--- src/rtl/queue_sched_ctrl.sv ---
// queue_sched_ctrl: sequences deserializer words into the output queue and
// schedules periodic dequeues, round-robin when both compete.
module queue_sched_ctrl #(
  parameter int unsigned WIDTH      = 8,
  parameter int unsigned DEPTH      = 8,
  parameter int unsigned DEQ_PERIOD = 4
) (
  input  logic             clock_10,
  input  logic             reset,
  input  logic [WIDTH-1:0] word_in,
  input  logic             word_valid_in,
  output logic             word_ack_out,
  output logic             ser_busy_out,
  input  logic             drain_en_in,
  input  logic [7:0]       q_len_in,
  input  logic [WIDTH-1:0] q_data_in,
  output logic [WIDTH-1:0] q_data_out,
  output logic             q_enq_out,
  output logic             q_deq_out,
  output logic [WIDTH-1:0] word_out,
  output logic             word_valid_out
);

  localparam int unsigned   TW       = (DEQ_PERIOD > 1) ? $clog2(DEQ_PERIOD) : 1;
  localparam logic [TW-1:0] TMR_LAST = TW'(DEQ_PERIOD - 1);
  localparam logic [7:0]    LEN_FULL = 8'(DEPTH);

  typedef enum logic [1:0] {S_IDLE, S_ENQ, S_DEQ, S_SETTLE} state_e;

  state_e          state_q, state_d;
  logic [TW-1:0]   timer_q, timer_d;
  logic            deq_pend_q, deq_pend_d;
  logic            last_enq_q, last_enq_d;   // 1: last grant was ENQ, 0: DEQ

  logic             q_enq_q, q_enq_d;
  logic             word_ack_q, word_ack_d;
  logic             q_deq_q, q_deq_d;
  logic             word_valid_q, word_valid_d;
  logic [WIDTH-1:0] q_data_q, q_data_d;
  logic [WIDTH-1:0] word_q, word_d;

  logic enq_ok;
  logic deq_ok;

  assign enq_ok = word_valid_in && (q_len_in < LEN_FULL);
  assign deq_ok = deq_pend_q && (q_len_in != 8'd0);

  // Back-pressure follows the queue length directly, even in reset.
  assign ser_busy_out = (q_len_in >= LEN_FULL);

  // State register: FSM, dequeue timer, pending flag, arbitration history.
  always_ff @(posedge clock_10) begin
    if (!reset) begin
      state_q    <= S_IDLE;
      timer_q    <= '0;
      deq_pend_q <= 1'b0;
      last_enq_q <= 1'b0;
    end else begin
      state_q    <= state_d;
      timer_q    <= timer_d;
      deq_pend_q <= deq_pend_d;
      last_enq_q <= last_enq_d;
    end
  end

  // Next state: timer advance, eligibility and round-robin grant.
  always_comb begin
    state_d    = state_q;
    timer_d    = timer_q;
    deq_pend_d = deq_pend_q;
    last_enq_d = last_enq_q;

    if (drain_en_in && !deq_pend_q) begin
      if (timer_q == TMR_LAST) begin
        timer_d    = '0;
        deq_pend_d = 1'b1;
      end else begin
        timer_d = timer_q + TW'(1);
      end
    end

    case (state_q)
      S_IDLE: begin
        if (enq_ok && (!deq_ok || !last_enq_q)) begin
          state_d    = S_ENQ;
          last_enq_d = 1'b1;
        end else if (deq_ok) begin
          state_d    = S_DEQ;
          last_enq_d = 1'b0;
        end
      end
      S_ENQ:    state_d = S_SETTLE;
      S_DEQ: begin
        state_d    = S_SETTLE;
        deq_pend_d = 1'b0;
      end
      S_SETTLE: state_d = S_IDLE;
      default:  state_d = S_IDLE;
    endcase
  end

  // Output decode from the upcoming state so every strobe lines up with its state.
  always_comb begin
    q_enq_d      = 1'b0;
    word_ack_d   = 1'b0;
    q_deq_d      = 1'b0;
    word_valid_d = 1'b0;
    q_data_d     = q_data_q;
    word_d       = word_q;

    if (state_d == S_ENQ) begin
      q_enq_d    = 1'b1;
      word_ack_d = 1'b1;
    end
    if ((state_q == S_IDLE) && (state_d == S_ENQ)) begin
      q_data_d = word_in;
    end
    if (state_d == S_DEQ) begin
      q_deq_d = 1'b1;
    end
    if (state_q == S_DEQ) begin
      word_d       = q_data_in;
      word_valid_d = 1'b1;
    end
  end

  // Output registers.
  always_ff @(posedge clock_10) begin
    if (!reset) begin
      q_enq_q      <= 1'b0;
      word_ack_q   <= 1'b0;
      q_deq_q      <= 1'b0;
      word_valid_q <= 1'b0;
      q_data_q     <= '0;
      word_q       <= '0;
    end else begin
      q_enq_q      <= q_enq_d;
      word_ack_q   <= word_ack_d;
      q_deq_q      <= q_deq_d;
      word_valid_q <= word_valid_d;
      q_data_q     <= q_data_d;
      word_q       <= word_d;
    end
  end

  assign q_enq_out      = q_enq_q;
  assign word_ack_out   = word_ack_q;
  assign q_deq_out      = q_deq_q;
  assign word_valid_out = word_valid_q;
  assign q_data_out     = q_data_q;
  assign word_out       = word_q;

endmodule
--- config.mk ---
export PLATFORM = sky130hd
export DESIGN_NAME = queue_sched_ctrl
export DESIGN_NICKNAME = d
export VERILOG_FILES = /design/src/rtl/queue_sched_ctrl.sv
export SDC_FILE = /design/constraint.sdc
export NUM_CORES = 1
export LEC_CHECK = 0
export CAP_MARGIN = 40
export CORE_MARGIN = 5
export CORE_UTILIZATION = 46
export CTS_BUF_LIST = sky130_fd_sc_hd__clkbuf_4 sky130_fd_sc_hd__clkbuf_8
export DETAILED_ROUTE_END_ITERATION = 7
export GPL_TIMING_DRIVEN = 0
export HOLD_SLACK_MARGIN = 0.06
export PLACE_DENSITY = 0.85
export SLEW_MARGIN = 20
export SYNTH_ARGS = -nofsm -noshare
export SYNTH_HDL_FRONTEND = slang
export SYNTH_SLANG_ARGS = --single-unit
--- constraint.sdc ---
create_clock -name clock_10 -period 4.22 [get_ports clock_10]
set_input_delay 0.633 -clock clock_10 [delete_from_list [all_inputs] [get_ports clock_10]]
set_output_delay 0.633 -clock clock_10 [all_outputs]
set_load 0.02 [all_outputs]
==> metrics, run 1 <==
run status finished, final reports clean; mux cell area share after synthesis 17.5%; largest fanout on the critical path 4; Final Cycle Share 73.8%; CTS Hold Buffers Added 0; Lkg Pwr 0.623 nW; remaining global-route overflow 0; final standard cell utilization of the core 73.3%; Worst Hold Path EP q_data_out[1]$_SDFFE_PN0P_; Post-Synth XOR/XNOR Area 0%; RSZ-0062 raised after global routing no; f_max 321 MHz; Cell Rows 17; Cell variety after synth 27; total negative slack for setup checks 0 ns; global placement routability congestion 0.724; max capacitance violation total 0; Fillers 190; critical path required time 3.59 ns; routed via count 947; overall die height 58.7 microns; via count of the first global-routing pass 964; type of the tightest min-delay check flop to flop; Post-Syn Instances 108; data arrival at the endpoint of the critical path 2.48 ns; H-Tree Level Count 1; largest family of logic cells by synthesized area simple AND/OR/NAND/NOR gates; Crit Path Class primary input to output port; ANT cells 0; register-to-register setup slack 2.31 ns; Cell Area, Synth 1090 sq um; transition time of the tightest slew-check pin 0.655 ns; pin count of the biggest net entering global routing 14; leading cell types in the layout, fill and taps excluded sky130_fd_sc_hd__clkdlybuf4s50_1 (48), sky130_fd_sc_hd__dfxtp_1 (25), sky130_fd_sc_hd__nand2_1 (21), sky130_fd_sc_hd__mux2i_1 (18), sky130_fd_sc_hd__nor2b_1 (12); detailed router's first-iteration violation count 19; Reg2Reg Launch Point state_q[1]$_SDFF_PN0_; mean instance size in the synthesized netlist 10.1 sq um; most common library cell in the layout ignoring fill and taps sky130_fd_sc_hd__clkdlybuf4s50_1; post-detailed-route via-to-cell ratio 5.04; drt pass-1 iters 4; Simple-Gate Fraction of Synth Area 20.3%; area growth from synthesis to final layout 49.9%; Post-Synthesis Net Count 139; number of flip-flops and latches in the synthesized netlist 25; CP startpoint q_len_in[7]; CTS root buffer sky130_fd_sc_hd__clkbuf_4; total detailed-routing wirelength 2580 microns; hold path depth 2; floorplan die area 3450 sq um; clock latency on the worst-skew pair 0.31 ns; detailed placer's ending HPWL 2100 microns; Min Clock Period, post-route 3.11 ns; Yosys warning total 0; Reg2Reg Capture Point q_data_out[2]$_SDFFE_PN0P_; core area 2230 sq um; Setup Buffers After CTS 0; number of resized instances in the post-cts repair step 0; depth of the worst register-to-register path 6; skew final 0.00528 ns; Compound-Gate Fraction of Synth Area 10.2%; number of antenna violations at the first check in global routing 0; clock transition time at the flip-flop clock pins of the worst setup and hold paths 0.13 ns; Synth Area in Adders 3.44%; # IOs 49; clock sink count 25; number of slew-limit violations in the final report 0; Worst setup EP type output port; DRC violations left 0; total routing usage reported by global routing 16.0%; Final Hold Fails 0; initial cell density of the core 48.9%; launch instance of the worst min-delay path q_data_out[1]$_SDFFE_PN0P_; total power per unit cell area 360 nW/um^2; number of CTS-inserted buffers 3; cell area after layout 1640 sq um; relative slew slack 55.7%; Die Wd 58.7 microns; fraction of the yosys area taken by sequential cells 45.8%; Max Root-Sink Buffers 2; count of buffers from port buffering 48; fraction of final layout cells with drive strength greater than 1 6.88%; setup violation total in the final timing report 0; worst-case vdd ir drop 0.000316 V; number of nets at the end of the flow 192; placed inst area 1610 sq um; category of the worst setup path launch point primary input; clock tree from TritonCTS yes; global-route wire length before repair 4270 microns; routed wirelength normalized by instance count 13.7 microns; post-detailed-route count of antenna-violating nets 0
[cell usage after synthesis]
cell / number / area share (%)
sky130_fd_sc_hd__a211o_2: 1 / 0.92
sky130_fd_sc_hd__a211oi_1: 1 / 0.69
sky130_fd_sc_hd__a21oi_1: 3 / 1.4
sky130_fd_sc_hd__a2bb2oi_1: 1 / 0.80
sky130_fd_sc_hd__a31oi_1: 1 / 0.57
sky130_fd_sc_hd__a41oi_4: 1 / 2.5
sky130_fd_sc_hd__and2_1: 1 / 0.57
sky130_fd_sc_hd__buf_4: 1 / 0.69
sky130_fd_sc_hd__clkbuf_1: 4 / 1.4
sky130_fd_sc_hd__dfxtp_1: 25 / 46
sky130_fd_sc_hd__ha_1: 3 / 3.4
sky130_fd_sc_hd__inv_1: 2 / 0.69
sky130_fd_sc_hd__mux2_2: 1 / 1.0
sky130_fd_sc_hd__mux2i_1: 18 / 16
sky130_fd_sc_hd__nand2_1: 21 / 7.2
sky130_fd_sc_hd__nand3b_1: 1 / 0.69
sky130_fd_sc_hd__nor2_1: 2 / 0.69
sky130_fd_sc_hd__nor2b_1: 12 / 6.9
sky130_fd_sc_hd__nor3b_1: 1 / 0.69
sky130_fd_sc_hd__nor4_1: 1 / 0.57
sky130_fd_sc_hd__nor4b_1: 1 / 0.80
sky130_fd_sc_hd__o21ai_0: 1 / 0.46
sky130_fd_sc_hd__o311a_1: 1 / 0.92
sky130_fd_sc_hd__o31ai_4: 1 / 1.9
sky130_fd_sc_hd__or2_2: 1 / 0.57
sky130_fd_sc_hd__or3_1: 1 / 0.57
sky130_fd_sc_hd__or4_4: 1 / 1.0
[through the flow]
stage	power [mW]	worst slack (ns)	hold WS (ns)	instances
floorplan	0.398	2.05	0.459	108
CTS	0.593	1.11	0.475	188
detailed placement	0.485	1.11	0.457	184
global route	0.623	1.07	0.503	188
global placement	0.476	1.14	0.444	184
finish	0.590	1.11	0.472	188
[registers in the layout (all words and copies together), names as in the netlist]
register	flops
last_enq_q	1
word_ack_out	1
q_deq_out	1
word_out	8
timer_q	2
word_valid_out	1
deq_pend_q	1
q_data_out	8
state_q	2
[worst max-delay path, cell delays in order]
cell and delay (ns):
sky130_fd_sc_hd__clkdlybuf4s50_1 0.41, sky130_fd_sc_hd__or4_4 0.57, sky130_fd_sc_hd__or2_2 0.31, sky130_fd_sc_hd__clkdlybuf4s50_1 0.55
[layer usage]
| layer | track usage [%] | wire length, microns |
|---|---|---|
| met1 | 17.3 | 964 |
| met2 | 28.9 | 1390 |
| met3 | 5.48 | 213 |
| met4 | 4.85 | 13 |
| met5 | 0 | 0 |
[layout make-up]
class                      instances  area [sq um]  share of cell area [%]
inverter                           2          7.51                   0.458
timing repair buffer              48           480                    29.3
sequential                        25           500                    30.6
multi-input combinational         76           562                    34.3
buffer                             5          22.5                    1.38
clock buffer                       4          30.0                    1.83
tap                               28          35.0                    2.14
[worst max path at each step]
stage | to | slack (ns) | cells after the start
finish | ser_busy_out | 1.11 | 4
global route | ser_busy_out | 1.07 | 4
CTS | ser_busy_out | 1.11 | 4
detailed placement | ser_busy_out | 1.11 | 4
global placement | ser_busy_out | 1.14 | 4
floorplan | ser_busy_out | 2.05 | 2
[cell families after synthesis]
| family | count (synthesis) |
|---|---|
| AO/OA/AOI/OAI | 11 |
| adder cells (fa/ha/maj) | 3 |
| buffers and inverters | 7 |
| flip-flops | 25 |
| multiplexers | 19 |
| AND/OR/NAND/NOR | 43 |
[report_power, final]
group / internal, mW / switching, mW
clock: 0.0433 / 0.0682
sequential: 0.262 / 0.0167
combinational: 0.105 / 0.0955
total: 0.410 / 0.180
Power figures use the tool's default switching activity.
==> inputs of run 2 (changes only) <==
CORE_UTILIZATION = 42   (was 46)
PLACE_DENSITY = 0.79   (was 0.85)
clock period = 2.95 ns   (was 4.22 ns; I/O delays follow)
==> metrics, run 2 (same netlist as run 1, synthesis figures left out) <==
max capacitance violation total 0 (unchanged); category of the worst setup path launch point primary input; leading cell types in the layout, fill and taps excluded sky130_fd_sc_hd__clkdlybuf4s50_1 (48), sky130_fd_sc_hd__dfxtp_1 (25), sky130_fd_sc_hd__nand2_1 (21), sky130_fd_sc_hd__mux2i_1 (18), sky130_fd_sc_hd__nor2b_1 (12); initial cell density of the core 44.1% (-4.8 points); run status finished, final reports clean; DRC violations left 0 (unchanged); count of buffers from port buffering 48 (unchanged); via count of the first global-routing pass 923 (-4.3%); transition time of the tightest slew-check pin 0.640 ns (-0.0149 ns); Worst setup EP type output port; Cell Rows 18 (+1); global placement routability congestion 0.701 (-3.2%); Final Hold Fails 0 (unchanged); number of CTS-inserted buffers 3 (unchanged); f_max 367 MHz; floorplan die area 3720 sq um (+7.9%); total routing usage reported by global routing 13.3% (-2.7 points); # IOs 49 (unchanged); total negative slack for setup checks 0 ns (unchanged); clock sink count 25 (unchanged); worst path cell trace clkdlybuf4s50_1 > or4_4 > or2_2 > clkdlybuf4s50_1; remaining global-route overflow 0 (unchanged); area growth from synthesis to final layout 50.2%; skew final 0.00934 ns (+0.00405 ns); overall die height 61.0 microns (+3.9%); clock transition time at the flip-flop clock pins of the worst setup and hold paths 0.14 ns (about the same); critical path required time 2.51 ns (-1.08 ns); clock latency on the worst-skew pair 0.32 ns (about the same); number of slew-limit violations in the final report 0 (unchanged); pin count of the biggest net entering global routing 16 (+2); H-Tree Level Count 1 (unchanged); placed inst area 1610 sq um (+0.16%); clock tree from TritonCTS yes; routed wirelength normalized by instance count 12.7 microns (-7.8%); relative slew slack 56.7% (+1.0 points); data arrival at the endpoint of the critical path 2.28 ns (-0.20 ns); number of antenna violations at the first check in global routing 0 (unchanged); Lkg Pwr 0.618 nW (-0.72%); detailed router's first-iteration violation count 12 (-7); RSZ-0062 raised after global routing no; CTS Hold Buffers Added 0 (unchanged); hold_ws 0.472 ns (-0.000282 ns); most common library cell in the layout ignoring fill and taps sky130_fd_sc_hd__clkdlybuf4s50_1; cell with the largest stage delay on the worst path sky130_fd_sc_hd__or4_4; total detailed-routing wirelength 2410 microns (-6.8%); post-detailed-route count of antenna-violating nets 0 (unchanged); cell repeated most along the worst path sky130_fd_sc_hd__clkdlybuf4s50_1; routed via count 932 (-1.6%); largest fanout on the critical path 4 (unchanged); Die Wd 61.0 microns (+3.9%); Crit Path Class primary input to output port; setup violation total in the final timing report 0 (unchanged); drt pass-1 iters 4 (unchanged); type of the tightest min-delay check flop to flop; Min Clock Period, post-route 2.72 ns; ANT cells 0 (unchanged); delay of the slowest critical-path stage 0.57 ns (about the same); total power per unit cell area 509 nW/um^2 (+41%); Max Root-Sink Buffers 2 (unchanged); Setup Buffers After CTS 0 (unchanged); detailed placer's ending HPWL 1960 microns (-6.9%); cell area after layout 1640 sq um (+0.15%); fraction of final layout cells with drive strength greater than 1 6.88% (unchanged); Final Cycle Share 92.3%; core area 2480 sq um (+11%); number of resized instances in the post-cts repair step 0 (unchanged); post-detailed-route via-to-cell ratio 4.91 (-2.6%); CTS root buffer sky130_fd_sc_hd__clkbuf_4; global-route wire length before repair 3710 microns (-13%); worst-case vdd ir drop 0.000364 V (+15%); number of nets at the end of the flow 192 (unchanged)
-- run 2: cell count changes in the layout (fill, tap and decap cells not counted), sizes merged --
cell      change
clkbuf        -1
clkinvlp      +1
-- run 2: per-stage QoR --
step	utilization (%)	total power, mW	instances	worst slack, ns
after floorplan	-	0.569	108	1.09
after global placement	65.0	0.681	186	0.246
after detailed placement	65.0	0.691	186	0.227
after CTS	66.2	0.845	190	0.226
after global routing	66.2	0.883	190	0.200
final	66.2	0.835	190	0.228
-- run 2: layout make-up --
class	count	area [sq um]
Clock buffer	3	22.5
Fill cell	226	837
Inverter	2	7.51
Clock inverter	1	7.51
Multi-Input combinational cell	76	562
Sequential cell	25	500
Timing Repair Buffer	48	480
Tap cell	30	37.5
Buffer	5	22.5
-- run 2: worst paths after layout --
path                                                 start                          to  slack [ns]  cells after the start
worst max-delay path                           q_len_in[7]                ser_busy_out        0.23                      4
worst min-delay path            q_data_out[6]$_SDFFE_PN0P_  q_data_out[6]$_SDFFE_PN0P_        0.47                      2
worst max register to register       state_q[1]$_SDFF_PN0_  q_data_out[7]$_SDFFE_PN0P_        1.11                      6
worst min register to register  q_data_out[6]$_SDFFE_PN0P_  q_data_out[6]$_SDFFE_PN0P_        0.47                      2
-- run 2: per-layer routing --
layer | wire, microns | GRT usage (%) | vias up
li1 | - | - | 477
met1 | 960 | 14.6 | 428
met2 | 1260 | 24.0 | 23
met3 | 168 | 4.68 | 4
met4 | 17 | 3.72 | 0
met5 | 0 | 0 | -
-- run 2: where the power goes --
group          switching [mW]  leakage (nW)  internal, mW
registers              0.0243         0.203         0.374
clock network           0.102        0.0139        0.0517
logic                   0.132         0.402         0.150
total                   0.259         0.618         0.576
-- run 2: critical path, delay by kind of cell --
family / cells / cell delay [ns]
buf+inv: 2 / 0.95
simple gates: 2 / 0.88
==> inputs of run 3 (changes only) <==
CORE_MARGIN = default   (was 5)
==> metrics, run 3 (same netlist as run 1, synthesis figures left out) <==
run status finished, final reports clean; global placement routability congestion 0.773 (+10%); type of the tightest min-delay check flop to flop; number of antenna violations at the first check in global routing 0 (unchanged); register-to-register setup slack 1.11 ns (about the same); CTS Hold Buffers Added 0 (unchanged); skew final 0.00270 ns (-0.00663 ns); ANT cells 0 (unchanged); drt pass-1 iters 4 (unchanged); fraction of final layout cells with drive strength greater than 1 6.88% (unchanged); clock tree from TritonCTS yes; Final Hold Fails 0 (unchanged); post-detailed-route count of antenna-violating nets 0 (unchanged); area growth from synthesis to final layout 50.2% (unchanged); clock sink count 25 (unchanged); DRC violations left 0 (unchanged); launch instance of the worst min-delay path q_data_out[7]$_SDFFE_PN0P_; routed wirelength normalized by instance count 11.5 microns (-8.9%); via count of the first global-routing pass 863 (-6.5%); number of resized instances in the post-cts repair step 0 (unchanged); Crit Path Class primary input to output port; count of placed standard cells in the final layout, fillers left out 190 (unchanged); leading cell types in the layout, fill and taps excluded sky130_fd_sc_hd__clkdlybuf4s50_1 (48), sky130_fd_sc_hd__dfxtp_1 (25), sky130_fd_sc_hd__nand2_1 (21), sky130_fd_sc_hd__mux2i_1 (18), sky130_fd_sc_hd__nor2b_1 (12); global-route wire length before repair 3530 microns (-4.9%); worst path setup slack after routing 0.240 ns (+0.0120 ns); count of placed standard cells including taps 186 (unchanged); f_max 369 MHz (+0.44%); pre-CTS setup slack 0.238 ns (+0.0106 ns); H-Tree Level Count 1 (unchanged); Fillers 209 (-7.5%); setup violation total in the final timing report 0 (unchanged); Min Clock Period, post-route 2.71 ns (-0.0120 ns); Cell Rows 18 (unchanged); clock transition time at the flip-flop clock pins of the worst setup and hold paths 0.13 ns (about the same); total routing usage reported by global routing 17.4% (+4.2 points); Die Wd 53.0 microns (-13%); relative slew slack 55.9% (-0.86 points); critical path required time 2.51 ns (about the same); data arrival at the endpoint of the critical path 2.27 ns (about the same); total negative slack for setup checks 0 ns (unchanged); floorplan die area 2810 sq um (-25%); Setup Buffers After CTS 0 (unchanged); Final Cycle Share 91.9% (-0.41 points); max capacitance violation total 0 (unchanged); pin count of the biggest net entering global routing 14 (-2); number of CTS-inserted buffers 3 (unchanged); # IOs 49 (unchanged); Max Root-Sink Buffers 2 (unchanged); post-detailed-route via-to-cell ratio 4.83 (-1.5%); depth of the worst register-to-register path 6 (unchanged); number of nets at the end of the flow 192 (unchanged); transition time of the tightest slew-check pin 0.653 ns (+0.0128 ns); remaining global-route overflow 0 (unchanged); Lkg Pwr 0.623 nW (+0.72%); number of slew-limit violations in the final report 0 (unchanged); largest fanout on the critical path 4 (unchanged); count of buffers from port buffering 48 (unchanged); CTS root buffer sky130_fd_sc_hd__clkbuf_4; detailed placer's ending HPWL 1700 microns (-13%); most common library cell in the layout ignoring fill and taps sky130_fd_sc_hd__clkdlybuf4s50_1; overall power of the completed layout 0.839 mW (+0.48%); total detailed-routing wirelength 2190 microns (-8.9%); CP startpoint q_len_in[7]; RSZ-0062 raised after global routing no; detailed router's first-iteration violation count 11 (-1); category of the worst setup path launch point primary input; Reg2Reg Capture Point q_data_out[4]$_SDFFE_PN0P_; total power per unit cell area 511 nW/um^2 (+0.48%); cell area after layout 1640 sq um (unchanged); Worst setup EP type output port; overall die height 53.0 microns (-13%); CP endpoint ser_busy_out; initial cell density of the core 44.1% (unchanged); clock latency on the worst-skew pair 0.32 ns (about the same); worst-case vdd ir drop 0.000389 V (+6.6%); placed inst area 1610 sq um (unchanged); Reg2Reg Launch Point state_q[1]$_SDFF_PN0_; core area 2480 sq um (unchanged); routed via count 918 (-1.5%)
==> run 3: worst min-delay path by stage <==
stage,to,slack (ns),cells after the start
2_1_floorplan,q_deq_out$_SDFF_PN0_,0.46,2
3_3_place_gp,q_data_out[0]$_SDFFE_PN0P_,0.44,2
3_5_place_dp,q_data_out[6]$_SDFFE_PN0P_,0.46,2
4_1_cts,q_data_out[7]$_SDFFE_PN0P_,0.48,2
5_1_grt,q_data_out[0]$_SDFFE_PN0P_,0.49,2
6_report,q_data_out[7]$_SDFFE_PN0P_,0.47,2
==> run 3: area by class of cell <==
cell class	count	area (sq um)	share of cell area, %
inverters	2	7.51	0.458
clock buffers	4	30.0	1.83
plain buffers	5	22.5	1.37
multi-input cells	76	562	34.2
flip-flops and latches	25	500	30.5
well taps	30	37.5	2.29
repair buffers	48	480	29.3
==> run 3: report_power, final <==
part / switching, mW / internal (mW) / total [mW]
Sequential: 0.0237 / 0.374 / 0.398
Clock: 0.0986 / 0.0621 / 0.161
Combinational: 0.130 / 0.150 / 0.280
Total: 0.253 / 0.586 / 0.839
==> run 3: routing by layer <==
layer	global-route usage [%]	share of wire (%)	wire [microns]
met1	18.3	43	936
met2	30.4	49	1090
met3	8.33	6.6	145
met4	5.26	1.1	25
met5	0	0	0
==> run 3: metrics by stage <==
| stage | util, % | hold WS [ns] |
|---|---|---|
| after floorplan | - | 0.459 |
| after global placement | 65.0 | 0.444 |
| after detailed placement | 65.0 | 0.457 |
| after CTS | 66.2 | 0.480 |
| after global routing | 66.2 | 0.490 |
| final | 66.2 | 0.474 |
==> run 3: worst max-delay path, cell delays in order <==
cell and delay (ns):
sky130_fd_sc_hd__clkdlybuf4s50_1 0.40, sky130_fd_sc_hd__or4_4 0.57, sky130_fd_sc_hd__or2_2 0.31, sky130_fd_sc_hd__clkdlybuf4s50_1 0.54
